$ cat src/rtl/bsg_downstream_in.sv
// Link-side receiver: reassembles 4 two-byte beats into 64-bit words, buffers
// them in a small FIFO for the core and returns credit tokens per dequeue batch.
module bsg_downstream_in #(
  parameter int FIFO_DEPTH  = 4,
  parameter int TOKEN_BATCH = 2
) (
  input  logic        clk,
  input  logic        rst,
  input  logic        io_valid_in,
  input  logic [7:0]  io_data_in_ch0,
  input  logic [7:0]  io_data_in_ch1,
  output logic        io_token_out,
  output logic        core_valid_out,
  output logic [63:0] core_data_out,
  input  logic        core_yumi_in,
  output logic [6:0]  recv_cnt,
  output logic [1:0]  step,
  output logic        overflow_err
);

  localparam int PW  = (FIFO_DEPTH > 1) ? $clog2(FIFO_DEPTH) : 1;
  localparam int CW  = PW + 1;
  localparam int BWR = $clog2(TOKEN_BATCH + 1);
  localparam int BW  = (BWR > 2) ? BWR : 2;

  logic [1:0]    r_step;
  logic [47:0]   r_asm;
  logic [63:0]   r_mem [FIFO_DEPTH];
  logic [PW-1:0] r_wr_ptr;
  logic [PW-1:0] r_rd_ptr;
  logic [CW-1:0] r_count;
  logic [6:0]    r_recv_cnt;
  logic [BW-1:0] r_batch;
  logic          r_token;
  logic          r_overflow;

  logic          w_full;
  logic          w_empty;
  logic          w_beat3;
  logic          w_deq;
  logic          w_enq;
  logic [63:0]   w_word;
  logic [BW-1:0] w_batch_inc;
  logic          w_batch_wrap;

  assign w_full       = (r_count == CW'(FIFO_DEPTH));
  assign w_empty      = (r_count == '0);
  assign w_beat3      = io_valid_in && (r_step == 2'd3);
  // A yumi on an empty FIFO is ignored entirely.
  assign w_deq        = core_yumi_in && !w_empty;
  // A full FIFO can still take the word if the head leaves in the same cycle.
  assign w_enq        = w_beat3 && (!w_full || w_deq);
  assign w_word       = {io_data_in_ch1, io_data_in_ch0, r_asm};
  assign w_batch_inc  = r_batch + BW'(1);
  assign w_batch_wrap = (w_batch_inc == BW'(TOKEN_BATCH));

  always_ff @(posedge clk) begin
    if (w_enq) r_mem[r_wr_ptr] <= w_word;
  end

  always_ff @(posedge clk) begin
    if (rst) begin
      r_step     <= '0;
      r_asm      <= '0;
      r_wr_ptr   <= '0;
      r_rd_ptr   <= '0;
      r_count    <= '0;
      r_recv_cnt <= '0;
      r_batch    <= '0;
      r_token    <= 1'b0;
      r_overflow <= 1'b0;
    end else begin
      if (io_valid_in) begin
        r_step <= r_step + 2'd1;
        case (r_step)
          2'd0:    r_asm[15:0]  <= {io_data_in_ch1, io_data_in_ch0};
          2'd1:    r_asm[31:16] <= {io_data_in_ch1, io_data_in_ch0};
          2'd2:    r_asm[47:32] <= {io_data_in_ch1, io_data_in_ch0};
          default: ;
        endcase
      end

      if (w_enq) begin
        r_wr_ptr   <= r_wr_ptr + PW'(1);
        r_recv_cnt <= r_recv_cnt + 7'd1;
      end
      if (w_deq) r_rd_ptr <= r_rd_ptr + PW'(1);

      case ({w_enq, w_deq})
        2'b10:   r_count <= r_count + CW'(1);
        2'b01:   r_count <= r_count - CW'(1);
        default: ;
      endcase

      if (w_beat3 && !w_enq) r_overflow <= 1'b1;

      r_token <= 1'b0;
      if (w_deq) begin
        if (w_batch_wrap) begin
          r_batch <= '0;
          r_token <= 1'b1;
        end else begin
          r_batch <= w_batch_inc;
        end
      end
    end
  end

  assign io_token_out   = r_token;
  assign core_valid_out = !w_empty;
  assign core_data_out  = r_mem[r_rd_ptr];
  assign recv_cnt       = r_recv_cnt;
  assign step           = r_step;
  assign overflow_err   = r_overflow;

endmodule

$ cat config.mk
export PLATFORM = sky130hd
export DESIGN_NAME = bsg_downstream_in
export DESIGN_NICKNAME = d
export VERILOG_FILES = /design/src/rtl/bsg_downstream_in.sv
export SDC_FILE = /design/constraint.sdc
export NUM_CORES = 1
export LEC_CHECK = 0
export BUFFER_PORTS_ARGS = -buffer_cell sky130_fd_sc_hd__buf_2
export CAP_MARGIN = 20
export CORE_ASPECT_RATIO = 0.8
export CORE_MARGIN = 10
export CORE_UTILIZATION = 42
export CTS_CLUSTER_SIZE = 30
export DETAILED_ROUTE_END_ITERATION = 8
export GPL_TIMING_DRIVEN = 0
export SLEW_MARGIN = 10
export SYNTH_ARGS = -nofsm -noshare
export SYNTH_HDL_FRONTEND = slang
export SYNTH_SLANG_ARGS = --single-unit
$ cat constraint.sdc
create_clock -name clk -period 5.9 [get_ports clk]
set_input_delay 0.885 -clock clk [delete_from_list [all_inputs] [get_ports clk]]
set_output_delay 0.885 -clock clk [all_outputs]
set_load 0.1 [all_outputs]
[Word level (Yosys, flattened, before mapping)]
Memory sizes are Yosys's and may differ from the RTL's. A register that Yosys moved wholly into a read port is not among the register bits.
Index checks and enable logic that the tools add are counted.
Cells by class
  $add $sub $neg: 7
  eq/ne operators: 7
  mux-type cells: 7
  bitwise operators: 1
  reductions and logical operators: 15
Operator list (number)
  $add A2 B1 Y2 const B: 4
  $eq A2 B2 Y1 const B: 4
  $add A7 B1 Y7 const B: 1
  $mux W2: 3
  $pmux W3 S2: 1
  $reduce_and A2 Y1: 3
  $eq A2 B1 Y1 const B: 2
  $logic_and A1 B1 Y1: 4
  $add A3 B1 Y3 const B: 1
  $eq A3 B3 Y1 const B: 1
  $logic_not A1 Y1: 3
  $logic_not A3 Y1: 1
  $mux W1: 3
  $sub A3 B1 Y3 const B: 1
  $logic_not A2 Y1: 1
  $reduce_bool A2 Y1: 1
  $reduce_or A2 Y1: 1
  $logic_or A1 B1 Y1: 1
  $not A1 Y1: 1
Storage, ports and cells
  register bits after elaboration: 68
  memory bits (writable): 256
  output and inout bits: 76
  word-level logic and storage cells: 49
  memories kept: 1
Memory list
  r_mem: depth 4, bits a word 64, read ports 1, clocked after Yosys merged registers in 1, write ports 1, line 28  | logic [63:0] r_mem [FIFO_DEPTH];

[Depth between registers and ports, before layout]
Gate-level depths: netlist of run 1.
  depth in word-level cells: 7
  mapped depth: 7

[Worst setup path after synthesis of run 1]
OpenSTA, ideal clock, no wires.
  path type: reg-to-reg
  from: reg r_step[0], in the netlist step[0]
  to: mem r_mem[0][0] (enable)
  arrival time: 3.338 ns
  required time: 5.471 ns
  slack: 2.133 ns
  stages on the path, launching flop included: 6
  path buffers: 1
  period minus slack after synthesis: 3.767 ns
  cell sequence: dfxtp_1 -> ha_1 -> nand2_1 -> buf_2 -> nor2_2 -> and2_1
On the way
  cells in the longest elaborated chain, start to end: 5
RTL lines
  start, declared: line 26  | logic [1:0] r_step;
  start signal, assigned: line 74  | r_step <= r_step + 2'd1;
  $eq A2 B2 Y1: line 48  | assign w_beat3 = io_valid_in && (r_step == 2'd3);
  $logic_and A1 B1 Y1: line 48
  $logic_and A1 B1 Y1: line 52  | assign w_enq = w_beat3 && (!w_full || w_deq);
  $mux W1: line 58  | if (w_enq) r_mem[r_wr_ptr] <= w_word;
  $mux W1 (not written as such): line 58
  end, declared: line 28
No other way between the ends.

==> summary.txt, run 1 <==
Clocking
  – Latest clock arrival within the worst-skew pair: between 0.5 and 0.6 ns
  – CTS resizes: 0
  – H-tree Lvls: 1
  – Clk slew on worst S/H paths: 0.06 ns
  – CTS sink count: 326
  – Post-CTS Setup Bufs: 0
  – CTS tree: done
  – CTS hold repair buffers: 0
  – CTS Buffer Depth: 3
  – Clock root cell: clkbuf_16
  – Total CTS buffers: 31

STA
  – Endpoints failing setup: 0
  – Measured slew at the worst slew-check pin: 0.820 ns
  – Fmax: 264 MHz
  – Clk_skew: 0.0192 ns
  – Final Slew Violations: 0
  – RSZ-0062 raised after global routing: false
  – Fin crit share: 0.641
  – Fin crit period: 3.78 ns
  – Tightest hold margin: 0.420 ns
  – Final WS setup: 2.12 ns
  – Setup TNS Final: 0 ns
  – Final hold viol count: 0
  – Rel. slew slack: 0.453

Yosys
  – Mapped Cells: approximately 660
  – Area leader, netlist: edfxtp_1
  – Flops & latches, synth: 326
  – Count of cell types in the netlist: 35
  – Syn_nets: 693
  – Synth Cell Area: 11,900 µm²
  – Register area share after synthesis: 0.761
  – Synth warnings: 0
  – Top cell type's share of synthesized area: 0.644
  – Synth top area cells: edfxtp_1, mux4_2, dfxtp_1
  – Syn_area_per_cell: 18.0 µm²

Floorplan
  – Die width: 208 µm
  – Core Region: 28,100 µm²
  – Num ports: 96
  – Die area: 35,600 µm²
  – # rows: 55
  – Die height: 171 µm
  – Initial Util: 0.424

Drt
  – Post-Route WL: 25,600 µm
  – Residual DRC count: 0
  – First DRT Iteration DRCs: 543
  – Drt pass-1 iters: 5
  – Vias: 6,166
  – Routed length per instance: 21.5 µm
  – Vias per inst: 5.19
  – ANT nets after route: 0

Min path
  – Min-delay src: r_batch[1]
  – Worst Hold Class: flop to flop

Cells and area
  – Nets: 823
  – Share of cells above drive strength 1: 0.286
  – Commonest non-fill, non-tap cell in the layout: edfxtp_1
  – Commonest non-fill, non-tap cells in the layout: edfxtp_1, nand2_1, buf_2, dfxtp_1, mux4_2
  – Core Util, Final: 0.501
  – Fin cells: 1,189
  – Area grow syn2layout: 18.2%
  – Cell area after layout: 14,100 µm²
  – FILL cells: ~2,300

Placed design
  – Post-DP Area: 13,000 µm²
  – Dpl hpwl: 16,700 µm
  – Gpl congestion: 0.772
  – Port Buffers: 93
  – Placed cell count: 1,130
  – Dpl ws: 2.69 ns

Critical path
  – Crit path max-delay family: buffers and inverters
  – FF-to-FF Start: step[0]
  – Crit path buffers/inverters: 3
  – CP arrival: between 2 and 3 ns
  – CP Data Required Time: 5.02 ns
  – CP max FO: 10
  – Crit path top cell by count: clkbuf_1
  – Critical path's slowest cell: clkbuf_1
  – CP Cell Sequence: clkbuf_1 -> clkbuf_1 -> mux4_2 -> buf_2
  – Max stage delay on crit path: ~0.62 ns
  – CP endpoint kind: output pin
  – CP Class: flop to output pin
  – Crit path launch type: flop

GRT
  – GR Util All Layers: 0.142
  – Pin count of the biggest net entering global routing: 38
  – First-pass GRT wire length: ~39,000 µm
  – Total global routing overflow: 0
  – Vias in the first global route: 6,475
  – Initial antenna violation count: 2

Power and ir drop
  – Total power: 5.96 mW
  – Max VDD drop: between 200 and 300 µV
  – Power Density: between 400 and 500 nW/µm²
  – Pleak: 4.76 nW

Flow run
  – Max Cap Viol: 0

Status
  – Status: completed
==> final cells by class <==
cell class / instances / area [µm²] / area share
diodes: 1 / 2.50 / 0.000177
plain buffers: 35 / 156 / 0.0111
clock buffers: 38 / 822 / 0.0582
clock inverters: 20 / 310 / 0.0220
inverters: 6 / 22.5 / 0.00160
multi-input cells: 296 / 2680 / 0.190
flip-flops and latches: 326 / 9090 / 0.644
well taps: 370 / 463 / 0.0328
repair buffers: 97 / 568 / 0.0402
==> kinds of logic (layout without fill, tap and decap cells) <==
family,after synthesis,after routing,synth area share
flip-flops,326,326,0.761
AND/OR/NAND/NOR,148,148,0.0533
multiplexers,65,65,0.122
AO/OA/AOI/OAI,61,61,0.0288
buffers and inverters,41,196,0.0150
XOR/XNOR,12,12,0.00880
adder cells (fa/ha/maj),10,10,0.0111
other,0,1,0
==> metal layers <==
metal,global-route usage,part of all wire,vias to the layer above
li1,-,-,2800
met1,0.191,0.43,3131
met2,0.234,0.49,193
met3,0.0273,0.063,40
met4,0.0330,0.016,2
met5,0,0.00027,-
==> worst register-to-register path: stages (launching register included) <==
cell	delay (ns)
dfxtp_1	0.48
ha_1	0.24
nand2_1	0.08
buf_2	0.18
nor2_2	0.33
and2_4	0.54
buf_12	0.30
==> sequential cells by signal, indices dropped and copies added, names as in the netlist, named ones only <==
register	flops
r_count	3
step	2
r_rd_ptr	2
r_mem	256
r_wr_ptr	2
r_batch	2
io_token_out	1
r_asm	48
overflow_err	1
recv_cnt	7
==> where the power goes <==
group	leakage (nW)	internal (mW)	total [mW]	switching, mW
Sequential	2.95	2.51	2.55	0.0405
Clock	0.545	1.34	2.16	0.823
Combinational	1.26	0.293	1.25	0.961
Total	4.76	4.14	5.96	1.82
==> synth_stat cells <==
cell type / n
nand2_1: 106
or3b_1: 1
nor4b_4: 1
inv_1: 6
edfxtp_1: 256
nor3b_1: 1
mux2i_1: 1
ha_1: 9
dfxtp_1: 70
or3_1: 2
xnor2_1: 9
o211ai_1: 1
nand3_1: 5
buf_4: 1
a21oi_1: 52
a31oi_1: 1
nor2_1: 15
and2_1: 8
buf_6: 1
and3b_1: 1
nor2b_1: 1
clkbuf_1: 21
a21o_1: 1
a211oi_2: 1
mux4_2: 64
buf_2: 11
xor2_1: 3
a32oi_4: 1
nor3_1: 3
o21ai_0: 3
fa_1: 1
buf_1: 1
nor2_2: 1
nor4_1: 3
a21boi_1: 1
==> worst paths after layout <==
path                                          end  slack [ns]  depth (start not counted)
worst max-delay path            core_data_out[14]        2.12                          4
worst min-delay path                 io_token_out        0.42                          1
worst max register to register       r_mem[0][55]        3.40                          6
worst min register to register       io_token_out        0.42                          1
(Power assumes the default switching activity.)
==> run 2: changes to the inputs <==
--- a/config.mk
+++ b/config.mk
@@ -5,6 +5,7 @@
 export SDC_FILE = /design/constraint.sdc
 export NUM_CORES = 1
 export LEC_CHECK = 0
+export ABC_AREA = 1
 export BUFFER_PORTS_ARGS = -buffer_cell sky130_fd_sc_hd__buf_2
 export CAP_MARGIN = 20
 export CORE_ASPECT_RATIO = 0.8
==> constraint.sdc (replaced) <==
create_clock -name clk -period 3.6 [get_ports clk]
set_input_delay 0.54 -clock clk [delete_from_list [all_inputs] [get_ports clk]]
set_output_delay 0.54 -clock clk [all_outputs]
set_load 0.1 [all_outputs]
==> summary.txt, run 2 <==
Clocking
  – CTS hold repair buffers: 0
  – Clk slew on worst S/H paths: about 0.060 ns
  – Latest clock arrival within the worst-skew pair: approximately 0.57 ns
  – CTS resizes: 0
  – Clock root cell: clkbuf_16
  – Total CTS buffers: 31
  – CTS sink count: about 330
  – CTS Buffer Depth: 3
  – H-tree Lvls: 1
  – Post-CTS Setup Bufs: 0
  – CTS tree: done

Cells and area
  – Area grow syn2layout: 18.5%
  – Area occupied by multi-input gates: 2730 µm²
  – Reg with most FFs: r_mem
  – Commonest non-fill, non-tap cells in the layout: edfxtp_1, nor2_1, o21ai_0, buf_2, dfxtp_1
  – Reg area: 9090 µm²
  – Share of cells above drive strength 1: 0.181
  – Nets: 1,140
  – FILL cells: 2,528
  – Commonest non-fill, non-tap cell in the layout: edfxtp_1
  – Core Util, Final: 0.509
  – Max reg flops: 256
  – Cell area after layout: around 14,000 µm²

Yosys
  – Synth top area cells: edfxtp_1, dfxtp_1, nor2_1
  – Main synth FF type: edfxtp_1
  – Top cell type's share of synthesized area: 0.628
  – Mapped Cells: approximately 970
  – Synth warnings: 0
  – Syn_nets: 1,001
  – Syn_area_per_cell: 12.6 µm²
  – Async SR Flop Fraction: 0
  – Count of cell types in the netlist: 31
  – Flops & latches, synth: between 300 and 400
  – Synth Cell Area: 12,200 µm²
  – Top post-synthesis cells by count: edfxtp_1, nor2_1, o21ai_0, dfxtp_1, o22ai_1
  – Register area share after synthesis: 0.743
  – Area leader, netlist: edfxtp_1
  – Post-synth EDFFs: 256
  – Most frequent cell after synthesis: edfxtp_1

STA
  – Clk_skew: 0.0196 ns
  – RSZ-0062 raised after global routing: false
  – Endpoints failing setup: 0
  – Tightest hold margin: 0.236 ns
  – Final Slew Violations: 0
  – Fin crit period: roughly 3.3 ns
  – Fmax: 304 MHz
  – Fin crit share: 0.914
  – Measured slew at the worst slew-check pin: ~0.8 ns
  – Final hold viol count: 0
  – Rel. slew slack: 0.464

Flow run
  – Max Cap Viol: 0

Placed design
  – Dpl hpwl: 20,100 µm
  – Gpl congestion: 0.781
  – Post-DP Area: 13,500 µm²
  – Port Buffers: 95

GRT
  – M1 GR Usage: 0.230
  – Vias in the first global route: 7,729
  – First-pass GRT wire length: 46,200 µm
  – Global Route met3 Usage: 0.0329
  – Initial antenna violation count: 1
  – Pin count of the biggest net entering global routing: 24
  – Total global routing overflow: 0
  – Met2 Use GR: 0.254
  – Gr busiest metal: met2
  – GR Util All Layers: 0.163

Drt
  – Vias per inst: 5.22
  – First DRT Iteration DRCs: between 600 and 700
  – Residual DRC count: 0
  – Drt pass-1 iters: 5
  – Post-Route WL: 30,300 µm
  – ANT nets after route: 0
  – Routed length per instance: 20.1 µm
  – Vias: 7,865

Critical path
  – Crit path launch type: flop
  – CP max FO: 10
  – Critical path depth: 5
  – CP endpoint kind: output pin
  – Crit path max-delay family: buffers and inverters
  – CP Data Required Time: approximately 3.1 ns
  – Max stage delay on crit path: around 0.50 ns
  – Crit path buffers/inverters: 3
  – Reg2reg path depth: 8
  – CP Class: flop to output pin
  – CP Cell Sequence: buf_4 -> clkbuf_1 -> o21ai_0 -> o22ai_1 -> buf_2
  – CP arrival: 2.75 ns
  – Critical path's slowest cell: clkbuf_1

Power and ir drop
  – Total power: approximately 12 mW
  – Power Density: 808 nW/µm²
  – Pleak: roughly 5.1 nW
  – Max VDD drop: 664 µV

Min path
  – Worst Hold Class: input port to flop
  – Cell count of the worst hold path: 2

Floorplan
  – # rows: 55
  – Die width: between 200 and 250 µm
  – Die height: approximately 170 µm
  – Initial Util: 0.430
  – Core Region: around 28,000 µm²
  – Num ports: 96
  – Die area: 36,400 µm²

Status
  – Status: completed
[run 2: layer usage]
layer / vias up / wire length (µm) / part of all wire
met5: - / 0 / 0
met4: 0 / 471 / 0.016
met3: 34 / 1890 / 0.062
met2: 216 / 14000 / 0.46
met1: 3845 / 13900 / 0.46
li1: 3770 / - / -
[run 2: through the flow]
step | setup slack [ns] | cells | setup TNS [ns]
finish | 0.311 | 1506 | 0
global placement | -1.05 | 1436 | -246.61
detailed placement | 0.932 | 1447 | 0
global route | 0.232 | 1506 | 0
floorplan | -0.147 | 971 | -37.63
CTS | 0.330 | 1505 | 0
[run 2: cell families after synthesis]
logic type	synth area share
flip-flops	0.743
AND/OR/NAND/NOR	0.0915
AO/OA/AOI/OAI	0.118
buffers and inverters	0.0365
adder cells (fa/ha/maj)	0.0108
XOR/XNOR	0.000716
[run 2: final timing paths]
check	from	to	slack, ns
setup / recovery	flop	core_data_out[41]	0.31
setup reg to reg	step[1]	r_mem[3][58]	1.14
hold / removal	rst	r_count[0]	0.24
hold reg to reg	r_batch[1]	io_token_out	0.43
[run 2: cell type report]
| cell class | count | share of cell area |
|---|---|---|
| timing repair buffer | 106 | 0.0521 |
| inverter | 31 | 0.00811 |
| tap | 370 | 0.0319 |
| sequential | 326 | 0.627 |
| multi-input combinational | 560 | 0.189 |
| antenna | 1 | 0.000173 |
| clock inverter | 15 | 0.00561 |
| clock buffer | 43 | 0.0639 |
| buffer | 54 | 0.0227 |
[run 2: report_power, final]
part	total [mW]	leakage [nW]	internal, mW	switching, mW
Clock	3.17	0.508	1.80	1.37
Sequential	4.25	2.86	4.16	0.0960
Combinational	4.28	1.73	0.718	3.57
[run 2: worst reg2reg max path, cell delays in order, from the launching register on]
cell and delay (ns):
dfxtp_1 0.40, ha_1 0.18, nand2_2 0.11, clkinv_2 0.10, nand2_4 0.08, buf_6 0.16, nor2_4 0.61, buf_12 0.29
buf_12 0.22
==> run 3: changes to the inputs <==
--- a/config.mk
+++ b/config.mk
@@ -14,6 +14,7 @@
 export CTS_CLUSTER_SIZE = 30
 export DETAILED_ROUTE_END_ITERATION = 8
 export GPL_TIMING_DRIVEN = 0
+export PLACE_DENSITY = 0.55
 export SLEW_MARGIN = 10
 export SYNTH_ARGS = -nofsm -noshare
 export SYNTH_HDL_FRONTEND = slang
==> summary.txt, run 3 (synthesis gave the netlist of run 2 again) <==
Critical path
  – Crit path max-delay family: buffers and inverters
  – Critical path's slowest cell: buf_2
  – Crit path launch type: flop
  – CP max FO: 10
  – CP arrival: 2.65 ns
  – Max stage delay on crit path: 0.52 ns
  – Reg2reg path depth: 7
  – CP Data Required Time: 3.06 ns
  – CP Class: flop to output pin
  – CP endpoint kind: output pin
  – Critical path depth: 6
  – Crit path buffers/inverters: 4
  – CP Cell Sequence: buf_4 -> buf_4 -> buf_2 -> nor2_1 -> o22ai_1 -> buf_2

Power and ir drop
  – Max VDD drop: 386 µV
  – Combinational share of power: 0.360
  – Total power: 11.9 mW
  – Net Switching: 5.06 mW
  – Sequential power share: 0.358
  – Pleak: 5.09 nW
  – Sw frac: 0.426
  – Internal power: a little under 7 mW
  – Clk pwr share: 0.281
  – Power Density: between 800 and 900 nW/µm²

STA
  – RSZ-0062 raised after global routing: false
  – Clk_skew: around 0.0095 ns
  – Fmax: approximately 310 MHz
  – Final Slew Violations: 0
  – Final WS setup: 0.411 ns
  – Final hold viol count: 0
  – Measured slew at the worst slew-check pin: about 0.75 ns
  – Rel. slew slack: 0.499
  – Fin crit period: 3.19 ns
  – Fin crit share: 0.886
  – Endpoints failing setup: 0

Cells and area
  – Core Util, Final: 0.510
  – FILL cells: ~2,500
  – Share of cells above drive strength 1: 0.178
  – Commonest non-fill, non-tap cells in the layout: edfxtp_1, nor2_1, o21ai_0, buf_2, dfxtp_1
  – Nets: 1,143
  – Reg with most FFs: r_mem
  – Cell area after layout: 14,500 µm²
  – Ant diodes: 0
  – Max reg flops: approximately 260
  – Fin cells: 1,508
  – Commonest non-fill, non-tap cell in the layout: edfxtp_1
  – Area grow syn2layout: 18.8%

Drt
  – Vias: approximately 7,800
  – Routed length per instance: ~20 µm
  – Residual DRC count: 0
  – ANT nets after route: 0
  – Drt pass-1 iters: 5
  – Post-Route WL: about 31,000 µm
  – First DRT Iteration DRCs: 575
  – Vias per inst: 5.16

GRT
  – Pin count of the biggest net entering global routing: 25
  – First-pass GRT wire length: 46,900 µm
  – Total global routing overflow: 0
  – Vias in the first global route: 7,750
  – GR Util All Layers: 0.168
  – Initial antenna violation count: 1

Clocking
  – Post-CTS Setup Bufs: 0
  – CTS resizes: 0
  – CTS tree: done
  – Total CTS buffers: 34
  – CTS Buffer Depth: 3
  – H-tree Lvls: 2
  – CTS sink count: 326
  – Clk slew on worst S/H paths: 0.06 ns
  – CTS hold repair buffers: 0
  – Latest clock arrival within the worst-skew pair: 0.51 ns
  – Clock root cell: clkbuf_16

Floorplan
  – Num ports: 96
  – Die width: around 210 µm
  – Core Region: 28,500 µm²
  – Die area: ~36,000 µm²
  – Initial Util: 0.430
  – # rows: 55
  – Die height: about 170 µm

Placed design
  – Port Buffers: 95
  – Post-DP Area: 13,500 µm²
  – Dpl ws: about 0.95 ns
  – Placed cell count: 1,447
  – Gpl congestion: 0.758
  – Dpl hpwl: slightly above 20,000 µm

Status
  – Status: completed

Min path
  – Worst Hold Class: input port to flop
  – Cell count of the worst hold path: 2

Flow run
  – Max Cap Viol: 0
==> run 3: changes by cell type in the layout (fill, tap and decap cells not counted), sizes merged <==
cell and delta:
clkinvlp +2, bufinv +1, clkbuf -1, clkinv +1
diode -1
==> run 3: routing by layer <==
metal  up-vias  part of all wire  GRT usage
li1       3776                 -          -
met1      3763              0.47      0.232
met2       190              0.46      0.265
met3        45             0.056     0.0323
met4         2             0.015     0.0434
met5         -           0.00036          0
==> run 3: area by class of cell <==
type                    instances  area, µm²  share of cell area
plain buffers                  54        329              0.0226
clock buffers                  42        942              0.0648
clock inverters                19        123             0.00844
inverters                      31        118             0.00809
multi-input cells             560       2730               0.188
flip-flops and latches        326       9090               0.625
well taps                     370        463              0.0318
repair buffers                106        741              0.0510
==> run 3: stage by stage <==
| step | setup TNS, ns | hold WS [ns] |
|---|---|---|
| final | 0 | 0.284 |
| after global routing | 0 | 0.281 |
| after CTS | 0 | 0.269 |
| after detailed placement | 0 | 0.423 |
| after global placement | -260.70 | 0.425 |
| after floorplan | -37.63 | 0.398 |
==> run 3: path summary, 6_finish.rpt <==
path | slack [ns] | end | start
setup / recovery | 0.41 | core_data_out[62] | flop
hold / removal | 0.28 | r_count[0] | rst
setup reg to reg | 1.36 | r_mem[2][38] | step[0]
hold reg to reg | 0.43 | io_token_out | r_batch[1]
==> run 3: power by group through the flow <==
stage | clock network [mW] | logic, mW | registers, mW
2_1_floorplan | 0 | 3.44 | 4.32
3_3_place_gp | 0 | 4.30 | 4.33
3_5_place_dp | 0 | 4.32 | 4.33
4_1_cts | 3.41 | 4.32 | 4.25
5_1_grt | 3.57 | 4.51 | 4.26
6_report | 3.34 | 4.28 | 4.25
